==> config.mk <==
export PLATFORM = sky130hd
export DESIGN_NAME = input_debounce
export DESIGN_NICKNAME = d
export VERILOG_FILES = /design/src/rtl/input_debounce_pkg.sv /design/src/rtl/input_debounce_channel.sv /design/src/rtl/input_debounce.sv
export SDC_FILE = /design/constraint.sdc
export NUM_CORES = 1
export LEC_CHECK = 0
export ABC_AREA = 1
export CAP_MARGIN = 40
export CORE_MARGIN = 2
export CORE_UTILIZATION = 60
export DETAILED_ROUTE_END_ITERATION = 6
export DONT_BUFFER_PORTS = 1
export HOLD_SLACK_MARGIN = 0.08
export PLACE_DENSITY_LB_ADDON = 0.15
export RECOVER_POWER = 50
export SYNTH_ARGS = -nofsm -noshare
export SYNTH_HDL_FRONTEND = slang
export SYNTH_HIERARCHICAL = 1
export SYNTH_SLANG_ARGS = --single-unit
==> constraint.sdc <==
create_clock -name clk -period 2.61 [get_ports clk]
set_clock_uncertainty 0.1 [all_clocks]
set_input_delay 0.522 -clock clk [delete_from_list [all_inputs] [get_ports clk]]
set_output_delay 0.522 -clock clk [all_outputs]
set_load 0.05 [all_outputs]
==> src/rtl/input_debounce_pkg.sv <==
// Shared debounce definitions: FSM state codes, CSR register offsets, counter width and helpers.
// Latency: none, definitions only.
// Backpressure: none, definitions only.
package input_debounce_pkg;

  // Tick counter width; DEB_TIME is programmed in the same unit.
  localparam int CNT_W = 8;
  localparam logic [CNT_W-1:0] CNT_MAX = '1;

  // Bit 1 of the state is the debounced level, so out is a plain wire from the state register.
  // Bit 0 marks "pending": the synchronised input disagrees with the level and is being timed.
  localparam logic [1:0] ST_LO     = 2'b00;
  localparam logic [1:0] ST_PEND_H = 2'b01;
  localparam logic [1:0] ST_HI     = 2'b10;
  localparam logic [1:0] ST_PEND_L = 2'b11;

  // CSR offsets from BASE_ADDR.
  localparam logic [4:0] REG_TIME   = 5'd0;
  localparam logic [4:0] REG_BYPASS = 5'd1;
  localparam logic [4:0] REG_GLITCH = 5'd2;

  // Saturating increment: the tick counter sticks at all-ones instead of wrapping.
  function automatic logic [CNT_W-1:0] sat_inc(input logic [CNT_W-1:0] v);
    return (v == CNT_MAX) ? v : v + 1'b1;
  endfunction

endpackage

==> src/rtl/input_debounce_channel.sv <==
// One debounce channel: 2-flop synchroniser, LO/PEND_H/HI/PEND_L filter FSM and tick counter.
// Latency: 3 clk pad-to-out when unfiltered; DEB_TIME ce ticks (+0/-1 tick) plus 3 clk when filtered.
// Backpressure: none; the pad is sampled every clk and strobes are single-cycle with no handshake.
module input_debounce_channel
  import input_debounce_pkg::*;
#(
  parameter bit GLITCH_EN = 1'b0
) (
  input  logic             clk,
  input  logic             rst,
  input  logic             ce,
  input  logic [CNT_W-1:0] deb_time,
  input  logic             bypass,
  input  logic             dfl,
  input  logic             in,
  output logic             out,
  output logic             pos_edge,
  output logic             neg_edge,
  output logic             glitch
);

  logic             sync1;
  logic             sync2;
  logic [1:0]       state;
  logic [1:0]       state_nxt;
  logic [CNT_W-1:0] cnt;
  logic [CNT_W-1:0] cnt_nxt;
  logic [CNT_W-1:0] cnt_inc;
  logic             filt_off;
  logic             reached;

  // A zero debounce time behaves exactly like bypass: the level tracks the synchroniser.
  assign filt_off = bypass || (deb_time == '0);
  assign cnt_inc  = sat_inc(cnt);
  // Compare the count this tick would reach, so DEB_TIME=N switches on the Nth tick.
  // A new DEB_TIME is used here directly, so a shorter value can end a pending period early.
  assign reached  = (cnt_inc >= deb_time);
  assign out      = state[1];

  // First synchroniser stage: deliberately unreset so it is a bare metastability flop.
  always_ff @(posedge clk) begin
    sync1 <= in;
  end

  // Next-state logic for the filter FSM and its tick counter.
  always_comb begin
    state_nxt = state;
    cnt_nxt   = cnt;
    if (filt_off) begin
      state_nxt = sync2 ? ST_HI : ST_LO;
      cnt_nxt   = '0;
    end else begin
      case (state)
        ST_LO: begin
          if (sync2) begin
            state_nxt = ST_PEND_H;
            cnt_nxt   = '0;
          end
        end
        ST_PEND_H: begin
          if (!sync2) begin
            state_nxt = ST_LO;
            cnt_nxt   = '0;
          end else if (ce) begin
            if (reached) begin
              state_nxt = ST_HI;
              cnt_nxt   = '0;
            end else begin
              cnt_nxt = cnt_inc;
            end
          end
        end
        ST_HI: begin
          if (!sync2) begin
            state_nxt = ST_PEND_L;
            cnt_nxt   = '0;
          end
        end
        ST_PEND_L: begin
          if (sync2) begin
            state_nxt = ST_HI;
            cnt_nxt   = '0;
          end else if (ce) begin
            if (reached) begin
              state_nxt = ST_LO;
              cnt_nxt   = '0;
            end else begin
              cnt_nxt = cnt_inc;
            end
          end
        end
        default: begin
          state_nxt = ST_LO;
          cnt_nxt   = '0;
        end
      endcase
    end
  end

  // Stage 2, state and strobes; stage 2 resets to the default level so release causes no edge.
  always_ff @(posedge clk) begin
    if (rst) begin
      sync2    <= dfl;
      state    <= dfl ? ST_HI : ST_LO;
      cnt      <= '0;
      pos_edge <= 1'b0;
      neg_edge <= 1'b0;
    end else begin
      sync2    <= sync1;
      state    <= state_nxt;
      cnt      <= cnt_nxt;
      pos_edge <= state_nxt[1] & ~state[1];
      neg_edge <= ~state_nxt[1] & state[1];
    end
  end

  if (GLITCH_EN) begin : g_glitch
    logic glitch_q;
    logic ret_stable;

    // A pending channel that falls back to its current level was a rejected glitch.
    assign ret_stable = !filt_off &&
                        (((state == ST_PEND_H) && !sync2) || ((state == ST_PEND_L) && sync2));

    // Registered one-cycle glitch event, aligned with the state returning to stable.
    always_ff @(posedge clk) begin
      if (rst) begin
        glitch_q <= 1'b0;
      end else begin
        glitch_q <= ret_stable;
      end
    end

    assign glitch = glitch_q;
  end else begin : g_no_glitch
    assign glitch = 1'b0;
  end

endmodule

==> src/rtl/input_debounce.sv <==
// Debouncer for slow board inputs: CSR decode, optional sticky glitch register, one channel per input.
// Latency: 3 clk pad-to-out unfiltered, DEB_TIME ce ticks (+0/-1) plus 3 clk filtered; CSR reads combinational.
// Backpressure: none; CSR writes land the cycle after csr_we. `INPUT_DEBOUNCE_GLITCH_EN adds GLITCH at +2.
module input_debounce
  import input_debounce_pkg::*;
#(
  parameter logic [4:0] BASE_ADDR  = 5'h00,
  parameter int         NUM_INPUTS = 5,
  parameter logic [7:0] DFL_STATE  = 8'h00,
  parameter logic [7:0] DFL_TIME   = 8'h20
) (
  input  logic                  clk,
  input  logic                  rst,
  input  logic                  ce,
  input  logic [4:0]            csr_a,
  input  logic [7:0]            csr_di,
  input  logic                  csr_we,
  output logic [7:0]            csr_do,
  input  logic [NUM_INPUTS-1:0] in,
  output logic [NUM_INPUTS-1:0] out,
  output logic [NUM_INPUTS-1:0] out_posedge,
  output logic [NUM_INPUTS-1:0] out_negedge
);

  localparam logic [4:0] ADDR_TIME   = BASE_ADDR + REG_TIME;
  localparam logic [4:0] ADDR_BYPASS = BASE_ADDR + REG_BYPASS;

  logic [CNT_W-1:0]      deb_time_q;
  logic [NUM_INPUTS-1:0] bypass_q;

`ifdef INPUT_DEBOUNCE_GLITCH_EN
  localparam bit         GLITCH_EN   = 1'b1;
  localparam logic [4:0] ADDR_GLITCH = BASE_ADDR + REG_GLITCH;

  logic [NUM_INPUTS-1:0] glitch_pulse;
  logic [NUM_INPUTS-1:0] glitch_q;
  logic [NUM_INPUTS-1:0] glitch_clr;

  assign glitch_clr = (csr_we && (csr_a == ADDR_GLITCH)) ? csr_di[NUM_INPUTS-1:0] : '0;

  // Sticky rw1c glitch flags; a new event wins over a clear in the same cycle.
  always_ff @(posedge clk) begin
    if (rst) begin
      glitch_q <= '0;
    end else begin
      glitch_q <= (glitch_q & ~glitch_clr) | glitch_pulse;
    end
  end
`else
  localparam bit GLITCH_EN = 1'b0;

  // Channels tie their glitch output low in this build; nothing consumes it.
  logic [NUM_INPUTS-1:0] glitch_unused;
`endif

  // Writable control registers.
  always_ff @(posedge clk) begin
    if (rst) begin
      deb_time_q <= DFL_TIME;
      bypass_q   <= '0;
    end else if (csr_we) begin
      if (csr_a == ADDR_TIME) begin
        deb_time_q <= csr_di;
      end
      if (csr_a == ADDR_BYPASS) begin
        bypass_q <= csr_di[NUM_INPUTS-1:0];
      end
    end
  end

  // Read mux onto the shared OR-bus: zero whenever the address is not one of ours.
  always_comb begin
    csr_do = '0;
    if (csr_a == ADDR_TIME) begin
      csr_do = deb_time_q;
    end else if (csr_a == ADDR_BYPASS) begin
      csr_do[NUM_INPUTS-1:0] = bypass_q;
`ifdef INPUT_DEBOUNCE_GLITCH_EN
    end else if (csr_a == ADDR_GLITCH) begin
      csr_do[NUM_INPUTS-1:0] = glitch_q;
`endif
    end
  end

  for (genvar n = 0; n < NUM_INPUTS; n++) begin : g_ch
    input_debounce_channel #(
      .GLITCH_EN(GLITCH_EN)
    ) u_ch (
      .clk      (clk),
      .rst      (rst),
      .ce       (ce),
      .deb_time (deb_time_q),
      .bypass   (bypass_q[n]),
      .dfl      (DFL_STATE[n]),
      .in       (in[n]),
      .out      (out[n]),
      .pos_edge (out_posedge[n]),
      .neg_edge (out_negedge[n]),
`ifdef INPUT_DEBOUNCE_GLITCH_EN
      .glitch   (glitch_pulse[n])
`else
      .glitch   (glitch_unused[n])
`endif
    );
  end

endmodule
* Yosys cells after proc, flatten, opt, wreduce, memory -nomap -nowiden *
Cells that the tools add are included.

word-level totals
  output and inout port bits = 23
  register bits after elaboration = 83
  word-level logic and storage cells = 255
  input port bits = 22

cells by class
  bitwise gates (word level) = 20
  mux-type cells = 98
  add/sub/neg operators = 5
  order comparisons = 5
  equal/unequal tests = 61
  reductions and logical operators = 29

operators with widths
  operator             number
  $mux 8               35
  $pmux 8 s4           5
  $mux 2               50
  $add 8x1->8 const B  5
  $eq 8x8->1 const B   5
  $ge 8x8->1           5
  $ne 4x4->1 const B   10
  $pmux 2 s4           5
  $reduce_and 6->1     5
  $eq 2x2->1 const B   10
  $ne 4x1->1 const B   5
  $ne 4x2->1 const B   5
  $ne 3x1->1 const B   5
  $ne 3x3->1 const B   5
  $reduce_and 2->1     7
  $and 1x1->1          10
  $eq 2x1->1 const B   5
  $logic_not 2->1      5
  $mux 5               2
  $ne 2x1->1 const B   5
  $ne 2x2->1 const B   5
  $not 1->1            10
  $reduce_or 2->1      5
  $logic_not 8->1      1
  4 further kinds      8

* Logic depth before layout (Yosys ltp) *
  depth after elaboration = 10
  mapped depth = 22
  mapped depth without buffers = 22

* By module *
Netlist, hierarchy kept.

by module, submodules not included
  module                                     area an instance (um2)  cells each  instances  sequential area each (um2)
  input_debounce_channel (g_ch[0].u_ch ...)  1051.0                  154         4          290.3
  input_debounce_channel (g_ch[4].u_ch)      1014.7                  155         1          290.3
  input_debounce                             671.9                   100         1          260.2

* Least setup slack after synthesis *
No wires, ideal clock.

  path type = register -> register
  from = register g_ch[4].u_ch.cnt[0]
  to = register g_ch[4].u_ch.state[0], enable pin
  clock period less this slack = 2322 ps
  arrival = 1912 ps
  buffers on the path = 0
  stages on the path, launching flop included = 18
  data required time = 2200 ps
  setup slack = 288 ps
  library setup time = 310 ps
  cells stage by stage = dfxtp_1 ha_1 nand2_1 inv_1 nand2_2 inv_2 nand2_4 o21ai_1 inv_2 ha_1 nand2_1 nor2_1 nor2_1 nand2_1 nand2_1 nand2_2 nor2_8 o21ai_0

on the way
  longest elaborated chain between the ends = 5
  elaborated cells between the ends (all ways) = 7
  those cells by class = 1 x add/sub; 1 x order compare; 3 x eq/ne; 1 x mux; 1 x reduce/logical

RTL lines
  what                                                       RTL line                       source
  start: declaration                                         input_debounce_channel.sv:26   logic [CNT_W-1:0] cnt;
  start signal: assignment                                   input_debounce_channel.sv:111  cnt <= cnt_nxt;
  $add 8x1->8 / $eq 8x8->1 (equally long branches)           input_debounce_pkg.sv:24       return (v == CNT_MAX) ? v : v + 1'b1;
  $mux 8 (*)                                                 input_debounce_pkg.sv:24
  $ge 8x8->1 (*)                                             input_debounce_channel.sv:37   assign reached = (cnt_inc >= deb_time);
  $ne 4x1->1 (no line) / $ne 4x4->1 (equally long branches)  -
  $reduce_and 6->1 (no line) (*)                             -
  end signal: assignment                                     input_debounce_channel.sv:104  state <= dfl ? ST_HI : ST_LO;
  end signal: assignment                                     input_debounce_channel.sv:110  state <= state_nxt;
  end: declaration                                           input_debounce_channel.sv:24   logic [1:0] state;

Every way passes the cells marked *; elsewhere a longest branch is shown, timed or not.
A chain may end at the register's enable or synchronous reset.

* Final worst setup path *
  from = register g_ch[0].u_ch.cnt[0]
  to = register g_ch[0].u_ch.state[0], enable pin

on the way
  longest elaborated chain between the ends = 5
  elaborated cells between the ends (all ways) = 7
  those cells by class = 1 x add/sub; 1 x order compare; 3 x eq/ne; 1 x mux; 1 x reduce/logical

RTL lines
  what                                                       RTL line
  start: declaration                                         input_debounce_channel.sv:26
  start signal: assignment                                   input_debounce_channel.sv:111
  $add 8x1->8 / $eq 8x8->1 (equally long branches)           input_debounce_pkg.sv:24
  $mux 8 (*)                                                 input_debounce_pkg.sv:24
  $ge 8x8->1 (*)                                             input_debounce_channel.sv:37
  $ne 4x1->1 (no line) / $ne 4x4->1 (equally long branches)  -
  $reduce_and 6->1 (no line) (*)                             -
  end signal: assignment                                     input_debounce_channel.sv:104
  end signal: assignment                                     input_debounce_channel.sv:110
  end: declaration                                           input_debounce_channel.sv:24

Marked as above.

==> metrics.cfg <==
[power]
p_total_mw = 2.910
switchingPower_mw = 0.9471
p_leak_nw = 3.112
clock_power_share_pct = 32.8
netSwitchingFraction_pct = 32.54
p_comb_share_pct = 19.5
pwr-share-seq_pct = 47.7
ir_drop_mv = 0.2740
intPower_mw = 1.963
power_density_nw_per_um2 = 449.2

[critical_path]
critPathCapture = g_ch[0].u_ch/state[0]$_SDFFCE_PP0P_
cp.arrival_ns = 2.46
required_ns = 2.59
r2r_end = g_ch[0].u_ch/state[0]$_SDFFCE_PP0P_
cp_max_fo = 9
worst-r2r-cell-count = 18
ff2ff_setup_slack_ns = 0.13
end_kind = register
crit_type = register to register
startpoint = g_ch[0].u_ch/cnt[0]$_SDFFE_PP0P_
start_kind = register
r2r-start = g_ch[0].u_ch/cnt[0]$_SDFFE_PP0P_

[sta]
slew_viol_final = 0
worstMarginPinSlew_ns = 0.6984
fmax_mhz = 402.5
hold_violations = 0
finalSetupViolCount = 0
max_slew_margin_pct = 53.44
fin_crit_ns = 2.484
hold_ws_ns = 0.1210
fin_setup_tns_ns = 0
period_share_pct = 95.19

[floorplan]
io_pins = 45
dieHeight_um = 102.6
initial_core_util_pct = 62.55
std_cell_rows = 35
die_x_um = 102.6
dieArea_um2 = 10530
core-area_um2 = 9328

[place]
placed_cells_incl_taps = 1000
portBuffers = 0
dp_hpwl_mm = 9.659
place.gp.congestion = 0.9399

[global_route]
grt_usage_pct = 25.67
antenna_found_initial = 0
first_global_vias = 5100
grt_pass1_wl_mm = 21.64
grt-ovfl-total = 0
grt_max_degree = 51

[yosys]
yosysWarnings = 6
syn_area_um2 = 5834
syn_area_per_cell_um2 = 6.776
netlist_instances = 861

[cells_and_area]
regArea_um2 = 1730
stdcell_count = 1032
fill_cells = 773
antenna_cells = 0
multiInputGateArea_um2 = 3636
nets = 965
final_util_pct = 69.46
drive_gt1_share_pct = 17.61
area.growth.synth_to_final_pct = 11.04

[route]
via_per_inst = 5.268
wl_mm = 13.35
first_pass_iters = 6
routedWlPerCell_um = 12.94
ant_nets = 0
route.detailed.drc = 0
drt_iter0_drc = 214
dr_total_vias = 5437

[run]
drv_cap = 0

[status]
outcome = completed

[min_path]
min_path_type = input port to register

[clock_network]
clk_latency_ns = 0.37
cts_tree = done
clock-root-buffer = clkbuf_8
htree_num_levels = 3
cts_buffer_depth = 2
clk_pin_slew_worst_paths_ns = 0.09
cts_sinks = 83
numCtsBuffers = 9

-- routing by layer --
layer,wire length (um),global-route usage (%),vias to the layer above
met2,6423,44.24,135
met3,606,3.932,28
met1,5965,32.12,2474
li1,-,-,2800
met5,0,0,-
met4,353,10.36,0
-- power groups by stage --
stage          Clock (mW)  Combinational, mW  Sequential, mW
6_report            0.955              0.567            1.39
5_1_grt              1.02              0.642            1.40
4_1_cts             0.976              0.536            1.39
3_5_place_dp            0              0.527            1.42
3_3_place_gp            0              0.513            1.41
2_1_floorplan           0              0.409            1.44
-- worst max-delay path, stage by stage, from the launching register on --
cell and delay, ns:
dfxtp_2 0.35, ha_1 0.21, nand2_1 0.08, inv_2 0.06
nand2_2 0.10, inv_4 0.06, nand2_8 0.10, nand2_1 0.06
nand2_1 0.08, inv_1 0.05, ha_1 0.28, nand2_1 0.06
nor2_1 0.13, nor2_1 0.06, nand2_1 0.07, nand2_2 0.06
nand2_4 0.12, nor2_8 0.07, o21ai_2 0.11
-- repair_timing --
action                                 in CTS  in global routing
hold buffers                                5                  0
pin swaps                                   0                 14
gates resized for setup                     1                 52
setup buffers                               0                  5
endpoints found under the hold margin       5                  0
gates cloned                                0                  6
setup endpoints to repair                   1                 53
-- flip-flops by register name (all words and copies together) (netlist names) --
register and flops:
deb_time_q 8, g_ch.u_ch/cnt 40, bypass_q 5, g_ch.u_ch/pos_edge 5, g_ch.u_ch/sync1 5, g_ch.u_ch/sync2 5
g_ch.u_ch/state 10, g_ch.u_ch/neg_edge 5
-- cells in the final DEF (no fill, tap or decap), types with 3 or more instances in the layout --
| cell | instances |
|---|---|
| nand2_1 | 220 |
| inv_1 | 126 |
| nor2_1 | 82 |
| dfxtp_1 | 69 |
| nand3_1 | 64 |
| ha_1 | 43 |
| a21oi_1 | 40 |
| inv_2 | 27 |
| o21ai_0 | 23 |
| nand2_2 | 15 |
| xor2_1 | 15 |
| nand3_2 | 14 |
| nor3_1 | 13 |
| nor2_2 | 12 |
| nand4_1 | 12 |
| a21oi_2 | 11 |
| clkbuf_8 | 9 |
| o21ai_2 | 8 |
| nand2_4 | 7 |
| clkbuf_2 | 7 |
| inv_4 | 6 |
| dfxtp_2 | 6 |
| buf_4 | 6 |
| nor2_4 | 5 |
| o22ai_1 | 5 |
| xnor2_1 | 5 |
| o21a_1 | 5 |
| nor2_8 | 5 |
| conb_1 | 5 |
| dlygate4sd3_1 | 5 |
| edfxtp_1 | 5 |
| clkbuf_1 | 5 |
| nand2_8 | 4 |
| a21oi_4 | 4 |
| inv_6 | 3 |
| dfxtp_4 | 3 |
-- worst min-delay path by stage --
stage                                             to  slack, ns                        from  cells after the start
global placement          g_ch[4].u_ch/sync2$_DFF_P_       0.31  g_ch[4].u_ch/sync1$_DFF_P_                      2
detailed placement        g_ch[0].u_ch/sync2$_DFF_P_       0.31  g_ch[0].u_ch/sync1$_DFF_P_                      2
finish              g_ch[4].u_ch/pos_edge$_SDFF_PP0_       0.12                         rst                      1
CTS                 g_ch[4].u_ch/pos_edge$_SDFF_PP0_       0.11                         rst                      1
floorplan                 g_ch[0].u_ch/sync2$_DFF_P_       0.30  g_ch[0].u_ch/sync1$_DFF_P_                      2
global route        g_ch[0].u_ch/neg_edge$_SDFF_PP0_       0.10                         rst                      1
-- stage by stage --
stage,worst slack (ns),instance area (um^2)
6_report,0.1255,6479
5_1_grt,-0.03227,6479
4_1_cts,0.05640,6302
3_5_place_dp,0.02006,6056
3_3_place_gp,0.05544,6056
2_1_floorplan,0.2880,5849
-- layout make-up --
class / instances / share of cell area, %
multi-input combinational: 623 / 56.12
timing repair buffer: 23 / 2.298
clock buffer: 9 / 1.912
clock inverter: 7 / 1.120
inverter: 158 / 9.347
tap: 129 / 2.491
sequential: 83 / 26.71
No activity file was read; power rests on OpenSTA's default activity.
